<file path="src/rtl/training_sequencer.sv">
// training_sequencer: replays a gate truth table to the perceptron core each epoch, then feeds it debounced switches.
// Optional feature: define EARLY_STOP_EN to leave training at the first zero-error epoch.
package FixedPoint;
  typedef logic signed [15:0] sfp;
  localparam sfp ONE = 16'sh0100;
endpackage

module training_sequencer #(
  parameter int unsigned INPUT_UNITS     = 2,
  parameter int unsigned MAX_EPOCHS      = 10,
  parameter int unsigned DEBOUNCE_CYCLES = 16,
  parameter int unsigned GATE_FUNC       = 0
) (
  input  logic                   clk,
  input  logic                   rst,
  input  logic [INPUT_UNITS-1:0] sw_in,
  output FixedPoint::sfp         values [INPUT_UNITS],
  output FixedPoint::sfp         expected,
  output logic                   training,
  output logic                   sample_valid,
  input  logic                   sample_ready,
  input  FixedPoint::sfp         prediction,
  output logic                   converged,
  output logic [7:0]             epoch_count,
  output logic                   led
);
  import FixedPoint::*;

  localparam int unsigned IW = INPUT_UNITS;
  localparam int unsigned CW = $clog2(DEBOUNCE_CYCLES);

  typedef enum logic [1:0] {RST_WAIT, TRAIN, INFER} state_t;

  state_t          state;
  logic [IW-1:0]   idx, nxt;
  logic            epoch_err;
  logic            accept, pred_pos, err, epoch_bad, last_epoch, finish;

  logic [IW-1:0]   sync1, sync2, db;
  logic [CW-1:0]   cnt [INPUT_UNITS];

  function automatic logic label(input logic [IW-1:0] i);
    case (GATE_FUNC)
      0:       return &i;
      1:       return |i;
      2:       return ~&i;
      default: return ~|i;
    endcase
  endfunction

  function automatic sfp level(input logic b);
    return b ? ONE : sfp'(0);
  endfunction

  // A change is accepted only after DEBOUNCE_CYCLES consecutive differing samples.
  always_ff @(posedge clk) begin
    if (rst) begin
      sync1 <= '0;
      sync2 <= '0;
      db    <= '0;
      for (int unsigned k = 0; k < INPUT_UNITS; k++) cnt[k] <= '0;
    end else begin
      sync1 <= sw_in;
      sync2 <= sync1;
      for (int unsigned k = 0; k < INPUT_UNITS; k++) begin
        if (sync2[k] == db[k]) begin
          cnt[k] <= '0;
        end else if (cnt[k] == CW'(DEBOUNCE_CYCLES - 1)) begin
          db[k]  <= sync2[k];
          cnt[k] <= '0;
        end else begin
          cnt[k] <= cnt[k] + CW'(1);
        end
      end
    end
  end

  always_comb begin
    accept     = sample_valid && sample_ready;
    pred_pos   = prediction > sfp'(0);
    err        = pred_pos ^ (expected == ONE);
    epoch_bad  = epoch_err | err;
    last_epoch = ({1'b0, epoch_count} + 9'd1) == 9'(MAX_EPOCHS);
    nxt        = idx + IW'(1);
`ifdef EARLY_STOP_EN
    finish     = !epoch_bad || last_epoch;
`else
    finish     = last_epoch;
`endif
  end

  always_ff @(posedge clk) begin
    if (rst) begin
      state        <= RST_WAIT;
      idx          <= '0;
      epoch_err    <= 1'b0;
      training     <= 1'b1;
      sample_valid <= 1'b0;
      converged    <= 1'b0;
      epoch_count  <= '0;
      led          <= 1'b0;
      expected     <= '0;
      for (int unsigned k = 0; k < INPUT_UNITS; k++) values[k] <= '0;
    end else begin
      case (state)
        RST_WAIT: begin
          state        <= TRAIN;
          sample_valid <= 1'b1;
          idx          <= '0;
          expected     <= level(label('0));
          for (int unsigned k = 0; k < INPUT_UNITS; k++) values[k] <= '0;
        end
        TRAIN: begin
          if (accept) begin
            epoch_err <= epoch_bad;
            if (idx != '1) begin
              idx      <= nxt;
              expected <= level(label(nxt));
              for (int unsigned k = 0; k < INPUT_UNITS; k++) values[k] <= level(nxt[k]);
            end else begin
              if (epoch_count != 8'hFF) epoch_count <= epoch_count + 8'd1;
              if (!epoch_bad) converged <= 1'b1;
              if (finish) begin
                state    <= INFER;
                training <= 1'b0;
                expected <= '0;
                for (int unsigned k = 0; k < INPUT_UNITS; k++) values[k] <= level(db[k]);
              end else begin
                idx       <= '0;
                epoch_err <= 1'b0;
                expected  <= level(label('0));
                for (int unsigned k = 0; k < INPUT_UNITS; k++) values[k] <= '0;
              end
            end
          end
        end
        INFER: begin
          expected <= '0;
          for (int unsigned k = 0; k < INPUT_UNITS; k++) values[k] <= level(db[k]);
          if (accept) led <= pred_pos;
        end
        default: state <= RST_WAIT;
      endcase
    end
  end
endmodule

</file>
<file path="config.mk">
export PLATFORM = sky130hd
export DESIGN_NAME = training_sequencer
export DESIGN_NICKNAME = d
export VERILOG_FILES = /design/src/rtl/training_sequencer.sv
export SDC_FILE = /design/constraint.sdc
export NUM_CORES = 1
export LEC_CHECK = 0
export ABC_AREA = 1
export CORE_MARGIN = 3
export CORE_UTILIZATION = 45
export CTS_BUF_LIST = sky130_fd_sc_hd__clkbuf_8
export CTS_CLUSTER_SIZE = 20
export DETAILED_ROUTE_END_ITERATION = 8
export PLACE_DENSITY_LB_ADDON = 0.25
export SYNTH_ARGS = -nofsm -noshare
export SYNTH_HDL_FRONTEND = slang
export SYNTH_SLANG_ARGS = --single-unit
</file>
<file path="constraint.sdc">
create_clock -name clk -period 2.1 [get_ports clk]
set_clock_uncertainty 0.2 [all_clocks]
set_input_delay 0.21 -clock clk [delete_from_list [all_inputs] [get_ports clk]]
set_output_delay 0.21 -clock clk [all_outputs]
set_load 0.01 [all_outputs]
</file>
==> impl_metrics.json, run 1 <==
{
  "status": "completed",
  "use_met1_pct": 19.73,
  "dieArea_sq_mm": 0.005503,
  "cts_resized": 0,
  "hold_buffers": 0,
  "period_needed_ns": 1.933,
  "synth_edf_count": 8,
  "seq_power_share_pct": 39.3,
  "max_freq_mhz": 517.2,
  "crit_slowest_cell": "dfxtp_1",
  "crit_buf_inv": 0,
  "slowest_delay_ns": 0.40,
  "vias": 1677,
  "cts-root-buf": "clkbuf_8",
  "dp_hpwl_mm": 3.155,
  "yosysMostFrequentCell": "buf_4",
  "use_met3_pct": 4.459,
  "cts_tree": "built",
  "final_antenna_net_count": 0,
  "cts_setup_buffers": 0,
  "start_kind": "register",
  "p_int_uw": 1368,
  "initial_core_util_pct": 47.39,
  "grt_pass1_vias": 1397,
  "wl_mm": 4.033,
  "gp_congestion": 0.8074,
  "finalMaxSlewViolations": 0,
  "ys_ff_latch": 34,
  "rows": 24,
  "clock-sinks": 34,
  "switching_power_uw": 521.8,
  "place_area_sq_mm": 0.002391,
  "crit_chain": "ha_1 -> nand3_1 -> xnor2_1 -> nor2_2 -> nand3_2 -> nand2_1 -> nand3_1 -> o21ai_1 -> a21oi_1",
  "hold_ws_ns": 0.1986,
  "grt.met2_usage_pct": 24.21,
  "final_cell_count_no_fill": 378,
  "r2r_slack_ns": 0.17,
  "drive_gt1_share_pct": 8.282,
  "p_leak_uw": 0.001155,
  "maxCapViolCount": 0,
  "pwr-share-comb_pct": 20.9,
  "cp_common_cell": "nand3_1",
  "overflow": 0,
  "tns_ns": 0,
  "final-hold-violation-count": 0,
  "synth_cell_types": 32,
  "synth.top_cells.by_count": "45 x buf_4, 37 x nor2_1, 35 x nand2_1",
  "nets": 356,
  "pwr-share-clk_pct": 39.8,
  "busiest_layer": "met2",
  "grt_max_degree": 15,
  "insertedDiodeCount": 0,
  "syn2layout_area_growth_pct": 21.29,
  "dp_cells": 370,
  "wire_per_inst_um": 10.67,
  "post-route-period-util_pct": 92.07,
  "syn_area_per_cell_sq_um": 7.635,
  "clk_pin_slew_ns": 0.07,
  "synth_top_area_share_pct": 24.88,
  "critPathTopFamily": "simple AND/OR/NAND/NOR gates",
  "first_iter_violations": 110,
  "worst-setup-path-type": "register to register",
  "peakVddDrop_uv": 408.5,
  "async_reset_ff_share_pct": 0,
  "vias_per_cell": 4.437,
  "cts_buffers": 5,
  "ys.flop_type": "dfxtp_1",
  "io_pins": 81,
  "synthesis.area_sq_mm": 0.002092,
  "cp-end-kind": "register",
  "first_pass_iters": 4,
  "sw_frac_of_total_pct": 27.62,
  "final-setup-viol-count": 0,
  "io_buffers": 35,
  "drc": 0,
  "grtUsageTotal_pct": 15.50,
  "power_density_mw_per_mm2": 744.6,
  "arrival_ns": 1.91,
  "insertion_delay_ns": 0.29,
  "path_max_fanout": 5,
  "final_area_sq_mm": 0.002537,
  "postSynthCellCount": 274,
  "synth_area_leaders": "dfxtp_1 25%, buf_4 16%, edfxtp_1 11%, nor2_1 6.6%, nand2_1 6.3%",
  "hp-class": "register to register",
  "cts.path.max_buffers": 2,
  "crit_required_ns": 2.08,
  "grt_setup_unrepaired": "false",
  "die_h_um": 74.18,
  "grt_antenna_before_repair": 0,
  "htreeDepth": 2,
  "synth_top_cell_by_area": "dfxtp_1",
  "die_w_um": 74.18,
  "yosysWarnings": 0,
  "grt_pass1_wl_mm": 6.410,
  "coreArea_sq_mm": 0.004414,
  "yosysSeqAreaShare_pct": 36.36
}
## path summary, 6_finish.rpt
check                                 to  depth (start not counted)            from
worst max-delay path            state[0]                          9  epoch_count[0]
worst max register to register  state[0]                          9  epoch_count[0]
worst min-delay path            sync2[1]                          2        sync1[1]
worst min register to register  sync2[1]                          2        sync1[1]
## layer usage
layer / up-vias / routed length (um)
met5: - / 0
met4: 0 / 46
met3: 4 / 237
met2: 56 / 1933
met1: 729 / 1815
li1: 888 / -
## power groups by stage
stage	Sequential [uW]	Clock, uW	Combinational [uW]
after global routing	746	806	448
after floorplan	752	0	332
after CTS	741	773	390
final	742	752	395
after global placement	754	0	379
after detailed placement	755	0	387
## through the flow
stage | total power, uW | utilization, % | worst slack [ns]
2_1_floorplan | 1084 | - | 0.2433
3_3_place_gp | 1133 | 54.17 | 0.2004
3_5_place_dp | 1142 | 54.17 | 0.1193
4_1_cts | 1905 | 57.40 | 0.09588
5_1_grt | 2000 | 57.48 | 0.002263
6_report | 1889 | 57.48 | 0.1666
## cells in the final DEF, fill, tap and decap left out, types with 2 or more instances in the layout
master and count:
nand3_1 12, o21ai_1 3, ha_1 10, nand2_1 35, edfxtp_1 8, clkbuf_8 6, nor3_1 4, xor2_1 3
nor2_2 2, xnor2_1 2, a21oi_2 2, nor2_1 36, buf_4 5, inv_1 33, dfxtp_1 25, a21oi_1 16
clkdlybuf4s50_1 35, nand2_2 4, conb_1 53, o21ai_0 12, nand4_1 3, nand3b_1 3, bufinv_16 2
## tightest hold or removal path, stage by stage (launching register included)
cell,delay [ns]
dfxtp_1,0.30
inv_1,0.04
nor2_1,0.03
## cell type report
class                           count  area, sq um
Multi-Input combinational cell    211         1056
Clock buffer                        6        82.58
Fill cell                         432         1877
Sequential cell                    34        762.0
Inverter                           33        123.9
Tap cell                           52        65.06
Clock inverter                      2        60.06
Timing Repair Buffer               40        387.9
## logic make-up after synthesis
group | Yosys count | share of synthesized area (%)
AND/OR/NAND/NOR | 104 | 22.43
AO/OA/AOI/OAI | 39 | 10.35
XOR/XNOR | 5 | 2.094
buffers and inverters | 80 | 22.43
flip-flops | 34 | 36.36
other | 2 | 0.3590
adder cells (fa/ha/maj) | 10 | 5.981
## sequential cells by signal (all words and copies together) (netlist names)
signal and flops:
epoch_err 1, sync1 2, sync2 2, training 1, state 2, idx 2
db 2, cnt 8, led 1, sample_valid 1, epoch_count 8, converged 1
values 2, expected 1
Note: power is estimated with default switching activity, not from simulation.
==> run 2, diff against run 1 <==
- REMOVE_ABC_BUFFERS: unset -> 1
==> run 2 against run 1 <==
Effect of this change: via count rose by 1.1%; fmax increased by 1.5%; critical endpoint is now values[8]; core utilization shrank 0.37 points; register-to-register slack gained 0.03 ns; sequential share of layout area increased by 0.24 points; global-route usage shrank 0.14 points; clock power decreased by 5.6%.
==> impl_metrics.json, run 2 (synthesis results as in run 1) <==
{
  "die_w_um": 74.18,
  "cts-root-buf": "clkbuf_8",
  "first_iter_violations": 54,
  "first_pass_iters": 4,
  "hp-class": "register to register",
  "peakVddDrop_uv": 375.0,
  "die_h_um": 74.18,
  "clk_pin_slew_ns": 0.07,
  "final_area_sq_mm": 0.002521,
  "place_area_sq_mm": 0.002384,
  "initial_core_util_pct": 47.39,
  "p_leak_uw": 0.001145,
  "post-route-period-util_pct": 90.73,
  "final_cell_count_no_fill": 377,
  "drive_gt1_share_pct": 8.000,
  "vias": 1695,
  "final_cell_mix": "53 x conb_1, 36 x nor2_1, 35 x nand2_1, 35 x clkdlybuf4s50_1, 33 x inv_1",
  "tns_ns": 0,
  "slowest_delay_ns": 0.37,
  "path_max_fanout": 6,
  "maxCapViolCount": 0,
  "rows": 24,
  "grt_antenna_before_repair": 0,
  "nets": 355,
  "cts_setup_buffers": 0,
  "crit_slowest_cell": "dfxtp_2",
  "drc": 0,
  "final_common_cell": "conb_1",
  "start_kind": "register",
  "final_antenna_net_count": 0,
  "vias_per_cell": 4.496,
  "dieArea_sq_mm": 0.005503,
  "dp_cells": 369,
  "clock-sinks": 34,
  "cp-end-kind": "register",
  "crit_chain": "ha_1 -> nand3_1 -> xnor2_1 -> nor2_2 -> nand3_2 -> nand2_1 -> nand2_1 -> o21ai_1 -> nand2_1 -> a21oi_2",
  "insertedDiodeCount": 0,
  "grt_max_degree": 15,
  "nFillCells": 439,
  "final-setup-viol-count": 0,
  "grt_pass1_vias": 1454,
  "io_pins": 81,
  "final-hold-violation-count": 0,
  "gp_congestion": 0.8239,
  "wire_per_inst_um": 10.55,
  "cp_common_cell": "nand2_1",
  "arrival_ns": 1.92,
  "top_regs": "cnt: 8 flops, epoch_count: 8 flops",
  "cts_resized": 0,
  "status": "completed",
  "cts_tree": "built",
  "dp_hpwl_mm": 3.177,
  "htreeDepth": 2,
  "insertion_delay_ns": 0.29,
  "grt_pass1_wl_mm": 6.458,
  "crit_required_ns": 2.12,
  "wl_mm": 3.978,
  "power_uw": 1832,
  "multiInputGateArea_sq_mm": 0.001056,
  "syn2layout_area_growth_pct": 20.51,
  "grt_setup_unrepaired": "false",
  "grtUsageTotal_pct": 15.36,
  "io_buffers": 35,
  "max_freq_mhz": 524.9,
  "seq_area_sq_um": 763.2,
  "finalMaxSlewViolations": 0,
  "hold_buffers": 0,
  "final_util_pct": 57.11,
  "coreArea_sq_mm": 0.004414,
  "period_needed_ns": 1.905,
  "cts_buffers": 5,
  "overflow": 0,
  "cts.path.max_buffers": 2,
  "worst-setup-path-type": "register to register",
  "power_density_mw_per_mm2": 726.8
}
[run 2: cell types whose count changed in the layout (fill, tap and decap cells not counted)]
cell,delta
buf_4,-1
clkbuf_8,-1
clkinv_1,+1
dfxtp_1,-1
dfxtp_2,+1
[run 2: final cells by class]
class	instances	area share, %
Clock buffer	5	2.730
Clock inverter	3	2.531
Multi-Input combinational cell	211	41.89
Inverter	33	4.913
Timing Repair Buffer	39	15.09
Sequential cell	34	30.27
Tap cell	52	2.581
[run 2: path summary, 6_finish.rpt]
path	slack, ns	start	depth (start not counted)	to
max reg2reg	0.19	epoch_count[1]	10	values[8]
min reg2reg	0.21	sync1[1]	2	sync2[1]
max	0.19	epoch_count[1]	10	values[8]
min	0.21	sync1[1]	2	sync2[1]
[run 2: through the flow]
| stage | setup slack (ns) | hold WS [ns] |
|---|---|---|
| after floorplan | 0.2433 | 0.07244 |
| after global placement | 0.1744 | 0.1909 |
| after detailed placement | 0.1238 | 0.1961 |
| after CTS | 0.07642 | 0.2052 |
| after global routing | 0.01670 | 0.2328 |
| final | 0.1947 | 0.2061 |
[run 2: report_power, final]
| group | internal [uW] | total (uW) | switching [uW] |
|---|---|---|---|
| Combinational | 146 | 382 | 236 |
| Sequential | 711 | 740 | 29.7 |
| Clock | 470 | 710 | 240 |
| Total | 1330 | 1830 | 506 |
[run 2: critical path: cells and delay by family, from the launching register on]
family	cells	cell delay (ns)
compound gates	2	0.20
simple gates	6	0.68
xor+xnor	1	0.20
fa+ha+maj	1	0.19
flops	1	0.37
[run 2: per-layer routing]
layer | up-vias | share of wire, % | global-route usage, %
met5 | - | 0 | 0
met4 | 0 | 0.98 | 5.433
met3 | 5 | 7.0 | 4.459
met2 | 55 | 47 | 24.90
met1 | 754 | 45 | 19.48
li1 | 881 | - | -
==> run 3, diff against run 2 <==
- CORE_UTILIZATION: 45 -> 30
- CTS_CLUSTER_SIZE: 20 -> unset
==> run 3 against run 2 <==
Effect of this change: sequential cell count is the same; largest power group unchanged; global-route usage decreased by 4.2 points; clock power is 29% lower; non-clock buffer count rose by 1.
==> impl_metrics.json, run 3 (synthesis results as in run 1) <==
{
  "first_iter_violations": 57,
  "crit_chain": "ha_1 -> nand3_2 -> xnor2_1 -> nor2_2 -> nand3_2 -> nand2_1 -> nand3_1 -> o21ai_1 -> a21oi_1",
  "dp_hpwl_mm": 3.313,
  "vias": 1648,
  "final_util_pct": 38.71,
  "die_h_um": 89.51,
  "gp_congestion": 0.7894,
  "maxCapViolCount": 0,
  "peakVddDrop_uv": 237.5,
  "drive_gt1_share_pct": 8.282,
  "status": "completed",
  "grt_pass1_wl_mm": 6.782,
  "hp-class": "register to register",
  "nets": 356,
  "sw_frac_of_total_pct": 31.13,
  "crit_required_ns": 2.08,
  "crit_slowest_cell": "dfxtp_2",
  "r2r_slack_ns": 0.23,
  "path_max_fanout": 6,
  "final_antenna_net_count": 0,
  "cp-end-kind": "register",
  "cts_buffers": 5,
  "tns_ns": 0,
  "slowest_delay_ns": 0.37,
  "vias_per_cell": 3.933,
  "worst_slack_ns": 0.2322,
  "post-route-period-util_pct": 88.94,
  "pwr-share-comb_pct": 23.3,
  "dieArea_sq_mm": 0.008011,
  "drc": 0,
  "wire_per_inst_um": 9.802,
  "arrival_ns": 1.85,
  "max_freq_mhz": 535.4,
  "seq_power_share_pct": 45.7,
  "hold_ws_ns": 0.2050,
  "start_kind": "register",
  "wl_met1_mm": 1.916,
  "grt_max_degree": 11,
  "nFillCells": 676,
  "grt_setup_unrepaired": "false",
  "top_regs": "cnt: 8 flops, epoch_count: 8 flops",
  "initial_core_util_pct": 31.85,
  "grt_pass1_vias": 1510,
  "cts_tree": "built",
  "grtUsageTotal_pct": 11.14,
  "cts-root-buf": "clkbuf_8",
  "insertion_delay_ns": 0.30,
  "wl_mm": 4.107,
  "htreeDepth": 2,
  "wl_met2_mm": 1.856,
  "highest_layer": "met4",
  "syn2layout_area_growth_pct": 21.53,
  "final-hold-violation-count": 0,
  "insertedDiodeCount": 0,
  "first_pass_iters": 4,
  "pwr-share-clk_pct": 31.0,
  "period_needed_ns": 1.868,
  "p_int_uw": 1118,
  "place_ws_ns": 0.1308,
  "grt_antenna_before_repair": 0,
  "final_cell_mix": "53 x conb_1, 36 x nor2_1, 35 x nand2_1, 35 x clkdlybuf4s50_1, 34 x inv_1",
  "critPathTopFamily": "simple AND/OR/NAND/NOR gates",
  "coreArea_sq_mm": 0.006568,
  "dr_wl_met3_um": 253,
  "worst-setup-path-type": "register to register",
  "power_density_mw_per_mm2": 638.5,
  "overflow": 0,
  "cts_setup_buffers": 0,
  "seq_area_sq_um": 762.0,
  "cp_common_cell": "nand3_2",
  "rows": 29,
  "die_w_um": 89.51,
  "final-setup-viol-count": 0,
  "crit_buf_inv": 0,
  "io_buffers": 35,
  "dp_cells": 411,
  "p_leak_uw": 0.001137,
  "io_pins": 81,
  "clock-sinks": 34,
  "multiInputGateArea_sq_mm": 0.001061,
  "final_cell_count_no_fill": 419,
  "cts.path.max_buffers": 2,
  "switching_power_uw": 505.4,
  "clk_pin_slew_ns": 0.08,
  "final_common_cell": "conb_1",
  "finalMaxSlewViolations": 0
}
run 3: power groups by stage:
stage | Combinational (uW) | Sequential, uW | Clock, uW
4_1_cts | 378 | 741 | 524
2_1_floorplan | 266 | 752 | 0
3_3_place_gp | 377 | 755 | 0
6_report | 379 | 741 | 503
3_5_place_dp | 376 | 755 | 0
5_1_grt | 433 | 748 | 550
run 3: area by class of cell:
type	instances	area share [%]
timing repair buffer	40	15.26
sequential	34	29.97
clock inverter	2	0.3445
clock buffer	6	3.248
tap	93	4.577
multi-input combinational	211	41.73
inverter	33	4.872
run 3: final timing paths:
path / startpoint / endpoint / cells past startpoint
worst min-delay path: sync1[1] / sync2[1] / 2
worst min register to register: sync1[1] / sync2[1] / 2
worst max-delay path: epoch_count[1] / state[0] / 9
worst max register to register: epoch_count[1] / state[0] / 9
run 3: repair_timing:
action	4_1_cts	5_1_grt
hold buffers	0	0
endpoints found under the setup margin	0	10
gates resized for setup	0	3
run 3: worst min-delay path, delay by kind of cell, from the launching register on:
kind	cells	cell delay (ns)
DFF	1	0.30
and+or+nand+nor	1	0.03
buffers and inverters	1	0.04
run 3: per-stage QoR:
step,cell area (sq um),total power (uW)
floorplan,1938,1018
global placement,2442,1132
detailed placement,2442,1131
CTS,2534,1643
global route,2542,1731
finish,2542,1623
run 3: routing by layer:
layer	vias to the layer above	global-route usage, %
met5	-	0
met4	0	5.277
met3	7	3.134
met2	58	17.28
met1	700	14.25
li1	883	-
